--- config.mk ---
export PLATFORM = sky130hd
export DESIGN_NAME = decode_ctrl_pipe
export DESIGN_NICKNAME = d
export VERILOG_FILES = /design/src/rtl/ctrl_pkg.sv /design/src/rtl/ctrl_decode.sv /design/src/rtl/decode_ctrl_pipe.sv
export SDC_FILE = /design/constraint.sdc
export NUM_CORES = 1
export LEC_CHECK = 0
export ABC_AREA = 1
export CAP_MARGIN = 5
export CORE_MARGIN = 2
export CORE_UTILIZATION = 35
export CTS_CLUSTER_DIAMETER = 120
export DETAILED_ROUTE_END_ITERATION = 16
export PLACE_DENSITY = 0.67
export SETUP_SLACK_MARGIN = 0.15
export SYNTH_ARGS = -nofsm -noshare
export SYNTH_HDL_FRONTEND = slang
export SYNTH_SLANG_ARGS = --single-unit
--- constraint.sdc ---
create_clock -name clk -period 2.2 [get_ports clk]
set_clock_uncertainty 0.05 [all_clocks]
set_input_delay 0.55 -clock clk [delete_from_list [all_inputs] [get_ports clk]]
set_output_delay 0.55 -clock clk [all_outputs]
set_load 0.01 [all_outputs]
--- src/rtl/ctrl_pkg.sv ---
// Shared encodings for the decode/control pipeline: opcodes, alu_op codes,
// forward selects and the ctrl_t bundle. The mul field is live only under CTRL_MULDIV_EN.
package ctrl_pkg;

  localparam logic [6:0] OP_R     = 7'b0110011;
  localparam logic [6:0] OP_I     = 7'b0010011;
  localparam logic [6:0] OP_LW    = 7'b0000011;
  localparam logic [6:0] OP_SW    = 7'b0100011;
  localparam logic [6:0] OP_BR    = 7'b1100011;
  localparam logic [6:0] OP_LUI   = 7'b0110111;
  localparam logic [6:0] OP_JAL   = 7'b1101111;
  localparam logic [6:0] OP_JALR  = 7'b1100111;
  localparam logic [6:0] OP_AUIPC = 7'b0010111;

  localparam logic [6:0] FUNCT7_MULDIV = 7'b0000001;

  localparam logic [1:0] ALU_OP_MEM   = 2'b00;
  localparam logic [1:0] ALU_OP_BR    = 2'b01;
  localparam logic [1:0] ALU_OP_ARITH = 2'b10;
  localparam logic [1:0] ALU_OP_JUMP  = 2'b11;

  localparam logic [1:0] FWD_NONE = 2'b00;
  localparam logic [1:0] FWD_WB   = 2'b01;
  localparam logic [1:0] FWD_MEM  = 2'b10;

  typedef struct packed {
    logic       alu_src;
    logic       mem_to_reg;
    logic       reg_write;
    logic       mem_read;
    logic       mem_write;
    logic       branch;
    logic       jal;
    logic       jalr;
    logic       lui;
    logic       auipc;
    logic [1:0] alu_op;
    logic       mul;
  } ctrl_t;

endpackage

--- src/rtl/ctrl_decode.sv ---
// Combinational opcode/funct7 decode into a ctrl_t bundle plus source-register usage.
// CTRL_MULDIV_EN selects whether funct7=0000001 on an R-type raises mul.
module ctrl_decode
  import ctrl_pkg::*;
(
  input  logic       i_valid,
  input  logic [6:0] i_opcode,
  input  logic [6:0] i_funct7,
  output ctrl_t      o_ctrl,
  output logic       o_use_rs1,
  output logic       o_use_rs2
);

  logic w_is_mul;

`ifdef CTRL_MULDIV_EN
  assign w_is_mul = (i_funct7 == FUNCT7_MULDIV);
`else
  logic w_unused_funct7;
  assign w_is_mul        = 1'b0;
  assign w_unused_funct7 = ^(i_funct7 ^ FUNCT7_MULDIV);
`endif

  always_comb begin
    o_ctrl    = '0;
    o_use_rs1 = 1'b0;
    o_use_rs2 = 1'b0;
    if (i_valid) begin
      case (i_opcode)
        OP_R: begin
          o_ctrl.reg_write = 1'b1;
          o_ctrl.alu_op    = ALU_OP_ARITH;
          o_ctrl.mul       = w_is_mul;
          o_use_rs1        = 1'b1;
          o_use_rs2        = 1'b1;
        end
        OP_I: begin
          o_ctrl.alu_src   = 1'b1;
          o_ctrl.reg_write = 1'b1;
          o_ctrl.alu_op    = ALU_OP_ARITH;
          o_use_rs1        = 1'b1;
        end
        OP_LW: begin
          o_ctrl.alu_src    = 1'b1;
          o_ctrl.mem_to_reg = 1'b1;
          o_ctrl.mem_read   = 1'b1;
          o_ctrl.reg_write  = 1'b1;
          o_ctrl.alu_op     = ALU_OP_MEM;
          o_use_rs1         = 1'b1;
        end
        OP_SW: begin
          o_ctrl.alu_src   = 1'b1;
          o_ctrl.mem_write = 1'b1;
          o_ctrl.alu_op    = ALU_OP_MEM;
          o_use_rs1        = 1'b1;
          o_use_rs2        = 1'b1;
        end
        OP_BR: begin
          o_ctrl.branch = 1'b1;
          o_ctrl.alu_op = ALU_OP_BR;
          o_use_rs1     = 1'b1;
          o_use_rs2     = 1'b1;
        end
        OP_LUI: begin
          o_ctrl.alu_src   = 1'b1;
          o_ctrl.reg_write = 1'b1;
          o_ctrl.lui       = 1'b1;
          o_ctrl.alu_op    = ALU_OP_JUMP;
        end
        OP_AUIPC: begin
          o_ctrl.alu_src   = 1'b1;
          o_ctrl.reg_write = 1'b1;
          o_ctrl.auipc     = 1'b1;
          o_ctrl.alu_op    = ALU_OP_JUMP;
        end
        OP_JAL: begin
          o_ctrl.alu_src   = 1'b1;
          o_ctrl.reg_write = 1'b1;
          o_ctrl.jal       = 1'b1;
          o_ctrl.alu_op    = ALU_OP_JUMP;
        end
        OP_JALR: begin
          o_ctrl.alu_src   = 1'b1;
          o_ctrl.reg_write = 1'b1;
          o_ctrl.jalr      = 1'b1;
          o_ctrl.alu_op    = ALU_OP_JUMP;
          o_use_rs1        = 1'b1;
        end
        default: ;
      endcase
    end
  end

endmodule

--- src/rtl/decode_ctrl_pipe.sv ---
// ID->EX->MEM->WB control pipeline with load-use stall, redirect flush and forward selects.
// CTRL_MULDIV_EN adds a multi-cycle multiply hold in EX driven by a down-counter.
module decode_ctrl_pipe
  import ctrl_pkg::*;
#(
  parameter int REG_AW  = 5,
  parameter int MUL_LAT = 3
) (
  input  logic              clk,
  input  logic              rst_n,
  input  logic              id_valid,
  input  logic [6:0]        id_opcode,
  input  logic [6:0]        id_funct7,
  input  logic [2:0]        id_funct3,
  input  logic [REG_AW-1:0] id_rs1,
  input  logic [REG_AW-1:0] id_rs2,
  input  logic [REG_AW-1:0] id_rd,
  input  logic              ex_redirect,
  output logic              stall,
  output logic              flush_ifid,
  output ctrl_t             ex_ctrl,
  output ctrl_t             mem_ctrl,
  output ctrl_t             wb_ctrl,
  output logic [REG_AW-1:0] ex_rd,
  output logic [REG_AW-1:0] mem_rd,
  output logic [REG_AW-1:0] wb_rd,
  output logic [1:0]        fwd_a,
  output logic [1:0]        fwd_b
);

  ctrl_t             r_ex_ctrl, r_mem_ctrl, r_wb_ctrl;
  logic [REG_AW-1:0] r_ex_rd, r_mem_rd, r_wb_rd;
  logic [REG_AW-1:0] r_ex_rs1, r_ex_rs2;

  ctrl_t w_id_ctrl;
  logic  w_use_rs1, w_use_rs2;
  logic  w_lu_hazard, w_mul_busy, w_hold_ex, w_ex_load;
  logic  w_unused_funct3;

  assign w_unused_funct3 = ^id_funct3;

  ctrl_decode u_decode (
    .i_valid   (id_valid),
    .i_opcode  (id_opcode),
    .i_funct7  (id_funct7),
    .o_ctrl    (w_id_ctrl),
    .o_use_rs1 (w_use_rs1),
    .o_use_rs2 (w_use_rs2)
  );

  assign w_lu_hazard = r_ex_ctrl.mem_read && (r_ex_rd != '0) &&
                       ((w_use_rs1 && (id_rs1 == r_ex_rd)) ||
                        (w_use_rs2 && (id_rs2 == r_ex_rd)));

`ifdef CTRL_MULDIV_EN
  localparam logic [3:0] MUL_STALLS = 4'(MUL_LAT - 1);
  logic [3:0] r_mul_cnt;

  // Loaded as the multiply enters EX; nonzero means EX is still busy.
  always_ff @(posedge clk or negedge rst_n) begin
    if (!rst_n)
      r_mul_cnt <= '0;
    else if (ex_redirect)
      r_mul_cnt <= '0;
    else if (w_mul_busy)
      r_mul_cnt <= r_mul_cnt - 4'd1;
    else if (w_ex_load && w_id_ctrl.mul)
      r_mul_cnt <= MUL_STALLS;
  end

  assign w_mul_busy = (r_mul_cnt != '0);
`else
  logic [3:0] w_unused_lat;
  assign w_unused_lat = 4'(MUL_LAT);
  assign w_mul_busy   = 1'b0;
`endif

  // A redirect wins over both hazard sources: the ID instruction is discarded anyway.
  assign w_hold_ex  = w_mul_busy && !ex_redirect;
  assign w_ex_load  = !ex_redirect && !w_mul_busy && !w_lu_hazard;
  assign stall      = (w_lu_hazard || w_mul_busy) && !ex_redirect;
  assign flush_ifid = ex_redirect;

  always_ff @(posedge clk or negedge rst_n) begin
    if (!rst_n) begin
      r_ex_ctrl  <= '0;
      r_mem_ctrl <= '0;
      r_wb_ctrl  <= '0;
      r_ex_rd    <= '0;
      r_mem_rd   <= '0;
      r_wb_rd    <= '0;
      r_ex_rs1   <= '0;
      r_ex_rs2   <= '0;
    end else begin
      r_wb_ctrl <= r_mem_ctrl;
      r_wb_rd   <= r_mem_rd;
      if (w_hold_ex) begin
        r_mem_ctrl <= '0;
        r_mem_rd   <= '0;
      end else begin
        r_mem_ctrl <= r_ex_ctrl;
        r_mem_rd   <= r_ex_rd;
        if (w_ex_load) begin
          r_ex_ctrl <= w_id_ctrl;
          r_ex_rd   <= id_rd;
          r_ex_rs1  <= id_rs1;
          r_ex_rs2  <= id_rs2;
        end else begin
          r_ex_ctrl <= '0;
          r_ex_rd   <= '0;
          r_ex_rs1  <= '0;
          r_ex_rs2  <= '0;
        end
      end
    end
  end

  function automatic logic [1:0] fwd_sel(
    input ctrl_t             mc,
    input logic [REG_AW-1:0] md,
    input ctrl_t             wc,
    input logic [REG_AW-1:0] wd,
    input logic [REG_AW-1:0] rs
  );
    if (mc.reg_write && (md != '0) && (md == rs))
      return FWD_MEM;
    if (wc.reg_write && (wd != '0) && (wd == rs))
      return FWD_WB;
    return FWD_NONE;
  endfunction

  assign fwd_a = fwd_sel(r_mem_ctrl, r_mem_rd, r_wb_ctrl, r_wb_rd, r_ex_rs1);
  assign fwd_b = fwd_sel(r_mem_ctrl, r_mem_rd, r_wb_ctrl, r_wb_rd, r_ex_rs2);

  assign ex_ctrl  = r_ex_ctrl;
  assign mem_ctrl = r_mem_ctrl;
  assign wb_ctrl  = r_wb_ctrl;
  assign ex_rd    = r_ex_rd;
  assign mem_rd   = r_mem_rd;
  assign wb_rd    = r_wb_rd;

endmodule

==> results.txt, run 1 <==
----------------------------------------------------
[Placement]
  Placed wire-length estimate after detailed placement ... between 4 and 5 mm
  Number of port buffers ... approximately 80
  Placed cell area ... between 3000 and 4000 um^2
  GP Congestion ... between 0.8 and 0.9

[Timing]
  Number of hold violations in the final report ... 0
  Slew at the pin with the worst max-slew slack ... around 0.56 ns
  Max transition margin ... 0.623
  Max Fclk ... approximately 460 MHz
  Clock period minus final worst setup slack ... around 2.2 ns
  Final setup violating endpoints ... 0
  Setup repair after global routing missed its margin ... true
  Hold WS ... 0.151 ns
  Fin. max-slew vios ... 0
  Portion of the clock cycle consumed by the worst path in the final layout ... 0.994

[Drt]
  WL/cell ... about 12 um
  Top Layer Used ... met4
  Via count ... about 2000
  Drc violations ... 0
  First-pass DRT Iterations ... 4
  Total length of routed wires ... 5.71 mm
  Initial DRC count ... ~140
  Routed Antenna Nets ... 0
  Met1 WL ... between 2 and 3 mm
  Met2 wirelength from detailed routing ... between 2 and 3 mm
  Routed length on met3 ... roughly 260 um
  Post-detailed-route via-to-cell ratio ... 4.39

[Global routing]
  Total routing resource utilization after global routing ... 0.163
  Number of global-route vias before repair ... 1976
  Remaining Overflow, GRT ... 0
  Maximum number of pins on one net before global-route repair ... 35
  Wire length of the first global-routing pass ... around 9.3 mm
  Initial antenna violation count ... 0

[Critical path]
  Worst reg2reg path depth ... 10
  Arrival time of data at the critical path endpoint ... 1.59 ns
  Crit Path Max Fanout ... 4
  Category of the most critical setup path ... reg -> out
  Required time worst endpoint ... ~1.6 ns
  Worst reg2reg path startpoint ... ex_rd[1]
  Reg-to-Reg End ... r_ex_rs2[3]
  CP max-delay cell ... sky130_fd_sc_hd__dfrtp_2
  Crit path launch type ... flop
  Element type at the critical path end ... output pin
  Stage delay of the slowest cell on the critical path ... 0.44 ns
  Cell Chain, Critical Path ... buf_6, nand2_2, nand4_1, nor2_2, nand2_1, nand2_1, nand2_2, nor2_1, buf_2
  Setup slack of the most critical reg-to-reg path ... around 0.52 ns

[CTS]
  Quantity of hold-fixing buffers added after cts ... 0
  TritonCTS clock tree ... done
  Clock input transition at the sequential cells of the worst setup and hold paths ... 0.07 ns
  Skew-Pair Late Insertion Delay ... 0.33 ns
  Sink count of the clock tree ... 58
  TritonCTS buffer count ... 9
  Root buffer cell ... sky130_fd_sc_hd__clkbuf_8
  Clock tree buffer depth ... 2
  Clock H-tree levels ... 3

[Power and ir drop]
  Overall Power ... ~2.6 mW
  Leakage power ... roughly 2 nW
  Worst vdd ir ... roughly 330 uV
  Power per cell area ... roughly 680 nW/um^2

[Logic synthesis]
  Post-synthesis register bit count ... 58
  Average cell area after synthesis ... between 9 and 10 um^2
  Number of standard cells after synthesis ... 242
  Register area share after synthesis ... 0.610
  Number of unique standard cell types used by synthesis ... 23
  Post-synthesis instance area ... ~2400 um^2
  Synth Warn # ... 0

[Finish]
  Final nets ... 410
  Layout-stage area growth over the synthesis result ... 64.5%
  Layout cell share with drive strength beyond 1 ... 0.282
  Share of the core filled with cells ... 0.586
  Multi-input gate area ... 858 um^2
  Storage element area ... between 1000 and 1500 um^2
  Cell area after layout ... between 3000 and 4000 um^2
  # diodes ... 0
  Total of fill cells in the finished design ... ~600

[Die]
  # rows ... 30
  Area of the core region ... 6680 um^2
  Die span in y ... just under 90 um
  Area of the die ... between 7000 and 8000 um^2
  Width of the die ... ~86 um
  Top-level port count ... 96
  Initial Utilization ... 0.356

[Job]
  Max-cap violations ... 0

[Worst hold path]
  Hold Crit Class ... in -> async

[Status]
  Run status ... completed

----------------------------------------------------
[synth_stat cells, drive strengths merged]
master   n  share of area
dfrtp   58           0.61
nand2   44          0.074
nor2    42          0.066
inv     29          0.046
nand3   12          0.025
xor2    11          0.040
xnor2   10          0.037
buf      9          0.032
o21ai    7          0.015
nand4    6          0.016
nor3     6          0.022
a21oi    2         0.0042
nor4     2         0.0053
clkbuf   1         0.0016
conb     1         0.0016
o21a     1         0.0032
o22ai    1         0.0026
[area by class of cell]
type                    count  share of cell area
inverters                  29              0.0278
clock buffers               9              0.0316
flip-flops and latches     58               0.372
well taps                  80              0.0256
multi-input cells         147               0.219
clock inverters             7              0.0319
repair buffers            129               0.292
[worst max-delay path by stage]
| stage | from | endpoint | slack, ns | depth (start not counted) |
|---|---|---|---|---|
| after floorplan | id_opcode[1] | stall | 0.16 | 8 |
| after global placement | id_opcode[0] | stall | -0.73 | 10 |
| after detailed placement | id_opcode[0] | stall | -0.78 | 10 |
| after CTS | ex_rd[1] | stall | -0.04 | 11 |
| after global routing | ex_rd[1] | stall | -0.08 | 9 |
| final | ex_rd[1] | stall | 0.01 | 9 |
[cells by family (layout without fill, tap and decap cells)]
kind of cell | count (synthesis) | count (layout) | synth area share
buffers and inverters | 39 | 174 | 0.0788
flip-flops | 58 | 58 | 0.610
AO/OA/AOI/OAI | 11 | 11 | 0.0247
XOR/XNOR | 21 | 21 | 0.0772
AND/OR/NAND/NOR | 112 | 112 | 0.208
other | 1 | 3 | 0.00157
[where the power goes]
| group | internal, mW | leakage [nW] | total, mW | switching, mW |
|---|---|---|---|---|
| logic | 0.157 | 1.15 | 0.304 | 0.146 |
| clock network | 0.764 | 0.124 | 1.22 | 0.453 |
| registers | 1.09 | 0.776 | 1.13 | 0.0326 |
| total | 2.01 | 2.05 | 2.65 | 0.633 |
[through the flow]
stage | TNS (ns) | worst slack, ns | instances
after detailed placement | -2.77 | -0.784 | 433
after floorplan | 0 | 0.163 | 244
after global placement | -0.918 | -0.734 | 433
after CTS | -0.0350 | -0.0350 | 459
after global routing | -0.220 | -0.0826 | 459
final | 0 | 0.0136 | 459
[worst max-delay path: cells and delay by family, from the launching register on]
family                 cells  cell delay, ns
and+or+nand+nor            7            0.57
DFF                        1            0.44
buffers and inverters      2            0.26
[sequential cells by signal, summed over array words and instances, names as in the netlist]
signal	cells
mem_ctrl	11
r_ex_rs1	5
ex_rd	5
wb_ctrl	11
ex_ctrl	11
r_ex_rs2	5
mem_rd	5
wb_rd	5
[routing by layer]
layer	global-route usage	up-vias
met3	0.0495	11
met5	0	-
met1	0.210	932
met2	0.262	65
li1	-	1007
met4	0.0582	0
[timing repair]
item | 4_1_cts | 5_1_grt
gates cloned | 0 | 0
gates resized for setup | 63 | 29
setup endpoints to repair | 7 | 11
setup buffers | 10 | 0
pin swaps | 20 | 13
[cells in the final DEF, fill, tap and decap left out, types with 7 or more instances in the layout]
cell type / instances
sky130_fd_sc_hd__clkdlybuf4s50_1: 49
sky130_fd_sc_hd__xor2_1: 11
sky130_fd_sc_hd__dlygate4sd2_1: 13
sky130_fd_sc_hd__dfrtp_1: 53
sky130_fd_sc_hd__inv_1: 22
sky130_fd_sc_hd__inv_2: 7
sky130_fd_sc_hd__buf_4: 46
sky130_fd_sc_hd__nor2_1: 39
sky130_fd_sc_hd__nand3_1: 10
sky130_fd_sc_hd__clkbuf_8: 9
sky130_fd_sc_hd__nand2_1: 38
No activity file was read; power rests on OpenSTA's default activity.
==> inputs of run 2 (changes only) <==
- SLEW_MARGIN: default -> 20
==> results of run 2 <==
Same layout as run 1: the final DEF is identical, and so are final timing and power.
==> inputs of run 3 (changes only) <==
- ABC_AREA: 1 -> default
- PLACE_DENSITY: 0.67 -> 0.68
==> run 3 against run 2 <==
  * The flow now finishes with violations (negative setup slack)
  * Via count shrank 9.5%
  * Largest power group unchanged
  * Core utilization grew 3.6 points
  * Combinational power barely moved
  * Sequential power barely moved
  * Wire length increased by 0.35%
  * Sequential cell count unchanged
  * Synthesized area is 4.0% lower
  * Highest routed layer unchanged
  * Sequential share of layout area is 0.41 points lower
  * Critical path depth decreased by 3
  * Final area is 0.86% higher
  * Critical endpoint is now fwd_b[0]
  * Power decreased by 0.31%
==> results.txt, run 3 <==
----------------------------------------------------
[Status]
  Run status ... complete, but fails checks
  Failing checks ... negative setup slack

[CTS]
  Quantity of hold-fixing buffers added after cts ... 0 (unchanged)
  Clock H-tree levels ... 3 (unchanged)
  Root buffer cell ... sky130_fd_sc_hd__clkbuf_8
  Clock input transition at the sequential cells of the worst setup and hold paths ... 0.07 ns (about the same)
  Clock tree buffer depth ... 2 (unchanged)
  Skew-Pair Late Insertion Delay ... 0.34 ns (about the same)
  TritonCTS clock tree ... done
  Sink count of the clock tree ... 58 (unchanged)
  TritonCTS buffer count ... 9 (unchanged)

[Logic synthesis]
  Share of Yosys cell area claimed by the top area cell type ... 0.635 (+0.0254)
  Proportion of register bits with asynchronous set or reset after synthesis ... 1.00 (unchanged)
  Most common cell in the netlist ... sky130_fd_sc_hd__dfrtp_1
  Post-synthesis register bit count ... 58 (unchanged)
  Number of standard cells after synthesis ... 176 (-27%)
  Top post-synthesis cells by area ... sky130_fd_sc_hd__dfrtp_1 63%, sky130_fd_sc_hd__xnor2_1 6.1%, sky130_fd_sc_hd__xor2_1 5.4%, sky130_fd_sc_hd__and2_1 4.4%, sky130_fd_sc_hd__buf_4 2.3%
  Most used standard cells in the synthesized netlist ... 58 x sky130_fd_sc_hd__dfrtp_1, 16 x sky130_fd_sc_hd__and2_1, 16 x sky130_fd_sc_hd__xnor2_1
  Register area share after synthesis ... 0.635 (+0.0254)
  Number of unique standard cell types used by synthesis ... 35 (+52%)
  Average cell area after synthesis ... 13.0 um^2 (+32%)
  Synth Warn # ... 0 (unchanged)
  Largest area contributor in the netlist ... sky130_fd_sc_hd__dfrtp_1
  EDFF count, synth ... 0 (unchanged)
  Dominant register cell in the synthesized netlist ... sky130_fd_sc_hd__dfrtp_1
  Post-synthesis instance area ... 2290 um^2 (-4.0%)

[Finish]
  Cell area after layout ... 3950 um^2 (+0.86%)
  Layout-stage area growth over the synthesis result ... 72.8%
  Share of the core filled with cells ... 0.622 (+0.0359)
  Commonest cells after routing, fill and taps aside ... 59 x sky130_fd_sc_hd__clkdlybuf4s50_1, 56 x sky130_fd_sc_hd__dfrtp_1, 49 x sky130_fd_sc_hd__buf_4, 15 x sky130_fd_sc_hd__and2_1, 14 x sky130_fd_sc_hd__xor2_1
  Storage element area ... 1450 um^2 (-0.26%)
  Multi-input gate area ... 900 um^2 (+4.8%)
  Layout cell share with drive strength beyond 1 ... 0.307 (+0.0249)
  # diodes ... 0 (unchanged)
  Most common cell after layout, fill and taps aside ... sky130_fd_sc_hd__clkdlybuf4s50_1
  Total of fill cells in the finished design ... 510 (-15%)
  Final nets ... 350 (-15%)
  Number of standard cells in the final layout excluding fillers ... 396 (-14%)

[Die]
  Area of the core region ... 6350 um^2 (-5.0%)
  Width of the die ... 84.8 um (-1.9%)
  Initial Utilization ... 0.360 (+0.00363)
  Area of the die ... 7190 um^2 (-3.8%)
  Die span in y ... 84.8 um (-1.9%)
  # rows ... 29 (-3.3%)
  Top-level port count ... 96 (unchanged)

[Global routing]
  Number of global-route vias before repair ... 1871 (-5.3%)
  Remaining Overflow, GRT ... 0 (unchanged)
  Maximum number of pins on one net before global-route repair ... 59 (+69%)
  Initial antenna violation count ... 0 (unchanged)
  Wire length of the first global-routing pass ... 9.24 mm (-1.1%)
  Total routing resource utilization after global routing ... 0.166 (+0.00265)

[Critical path]
  Crit-path most repeated cell ... sky130_fd_sc_hd__nor4_4
  CP max-delay cell ... sky130_fd_sc_hd__or4_4
  Cell Chain, Critical Path ... or4_4, o21ai_4, buf_6, nor4_4, nor4_4, buf_2
  Category of the most critical setup path ... reg -> out
  Crit path launch type ... flop
  Arrival time of data at the critical path endpoint ... 1.92 ns (+0.33 ns)
  Crit Path Max Fanout ... 2 (-2)
  Element type at the critical path end ... output pin
  Required time worst endpoint ... 1.60 ns (about the same)
  Stage delay of the slowest cell on the critical path ... 0.56 ns (+0.12 ns)

[Timing]
  Final setup slack of the worst path ... -0.322 ns (-0.336 ns)
  Fin. max-slew vios ... 0 (unchanged)
  Setup repair after global routing missed its margin ... true
  Number of hold violations in the final report ... 0 (unchanged)
  Clock period minus final worst setup slack ... 2.52 ns (+0.336 ns)
  Portion of the clock cycle consumed by the worst path in the final layout ... 1.15 (+0.153)
  Final setup violating endpoints ... 5 (+5)
  Max Fclk ... 396 MHz (-13%)
  Setup tns final ... -1.34 ns (-1.34 ns)

[Placement]
  Placed cells ... 373 (-14%)
  Number of port buffers ... 82 (unchanged)
  Placed wire-length estimate after detailed placement ... 4.24 mm (-1.8%)
  Worst slack at placement ... -0.841 ns (-0.0569 ns)
  Placed cell area ... 3560 um^2 (+1.3%)
  GP Congestion ... 0.803 (-3.8%)

[Job]
  Max-cap violations ... 0 (unchanged)

[Drt]
  Initial DRC count ... 51 (-62%)
  Total length of routed wires ... 5.73 mm (+0.35%)
  Via count ... 1824 (-9.5%)
  WL/cell ... 14.5 um (+16%)
  Drc violations ... 0 (unchanged)
  Post-detailed-route via-to-cell ratio ... 4.61 (+4.9%)
  Routed Antenna Nets ... 0 (unchanged)
  First-pass DRT Iterations ... 4 (unchanged)

[Power and ir drop]
  Leakage power ... 1.90 nW (-7.2%)
  Power per cell area ... 668 nW/um^2 (-1.2%)
  Worst vdd ir ... 446 uV (+35%)

[Worst hold path]
  Hold Crit Class ... in -> async

----------------------------------------------------
[run 3: changes by cell type after synthesis, moves of 6 or more]
cell and delta:
sky130_fd_sc_hd__and2_1 +16, sky130_fd_sc_hd__inv_1 -28, sky130_fd_sc_hd__nand2_1 -34, sky130_fd_sc_hd__nand3_1 -10, sky130_fd_sc_hd__nor2_1 -33, sky130_fd_sc_hd__xnor2_1 +6
[run 3: area by class of cell]
cell class | instances | area share
Sequential cell | 58 | 0.368
Timing Repair Buffer | 136 | 0.317
Multi-Input combinational cell | 109 | 0.228
Clock inverter | 7 | 0.0317
Clock buffer | 9 | 0.0314
Tap cell | 77 | 0.0244
[run 3: logic make-up (layout without fill, tap and decap cells)]
| group | after synthesis | after routing | synth area share |
|---|---|---|---|
| and+or+nand+nor | 63 | 63 | 0.163 |
| DFF | 58 | 58 | 0.635 |
| xor gates and xnor gates | 30 | 30 | 0.115 |
| AOI/OAI and AO/OA | 13 | 13 | 0.0515 |
| buffers and inverters | 11 | 152 | 0.0339 |
| other | 1 | 3 | 0.00164 |
[run 3: through the flow]
stage          hold WS [ns]  total power, mW
6_report              0.168             2.64
5_1_grt               0.176             2.74
4_1_cts               0.168             2.67
3_5_place_dp          0.309             1.43
3_3_place_gp          0.307             1.42
2_1_floorplan         0.204             1.25
[run 3: path summary, 6_finish.rpt]
check	from	to	slack, ns	cells after the start
min in group clk	mem_ctrl[5]	wb_ctrl[5]	0.32	0
min	rst_n	wb_ctrl[12]	0.17	2
max reg2reg	ex_rd[1]	ex_ctrl[2]	0.32	5
min reg2reg	mem_ctrl[5]	wb_ctrl[5]	0.32	0
max in group asynchronous	rst_n	ex_rd[4]	1.66	2
max	mem_rd[4]	fwd_b[0]	-0.32	6
[run 3: metal layers]
layer,GRT usage,vias to the layer above,routed length [um]
met4,0.0649,0,95
met5,0,-,0
li1,-,875,-
met1,0.215,875,2470
met3,0.0350,11,245
met2,0.274,63,2930
[run 3: critical path: cells and delay by family, from the launching register on]
family          cells  cell delay [ns]
simple gates        3             0.72
flops               1             0.39
buf+inv             2             0.29
compound gates      1             0.18
[run 3: power breakdown]
part           internal, mW  switching, mW  total, mW
clock                 0.762          0.454       1.22
sequential             1.09         0.0264       1.12
combinational         0.169          0.135      0.304
total                  2.02          0.615       2.64
[run 3: what timing repair did]
item / 4_1_cts / 5_1_grt
setup buffers: 4 / 2
endpoints found under the setup margin: 9 / 22
pin swaps: 10 / 11
resized for setup: 46 / 11
cloned: 0 / 1
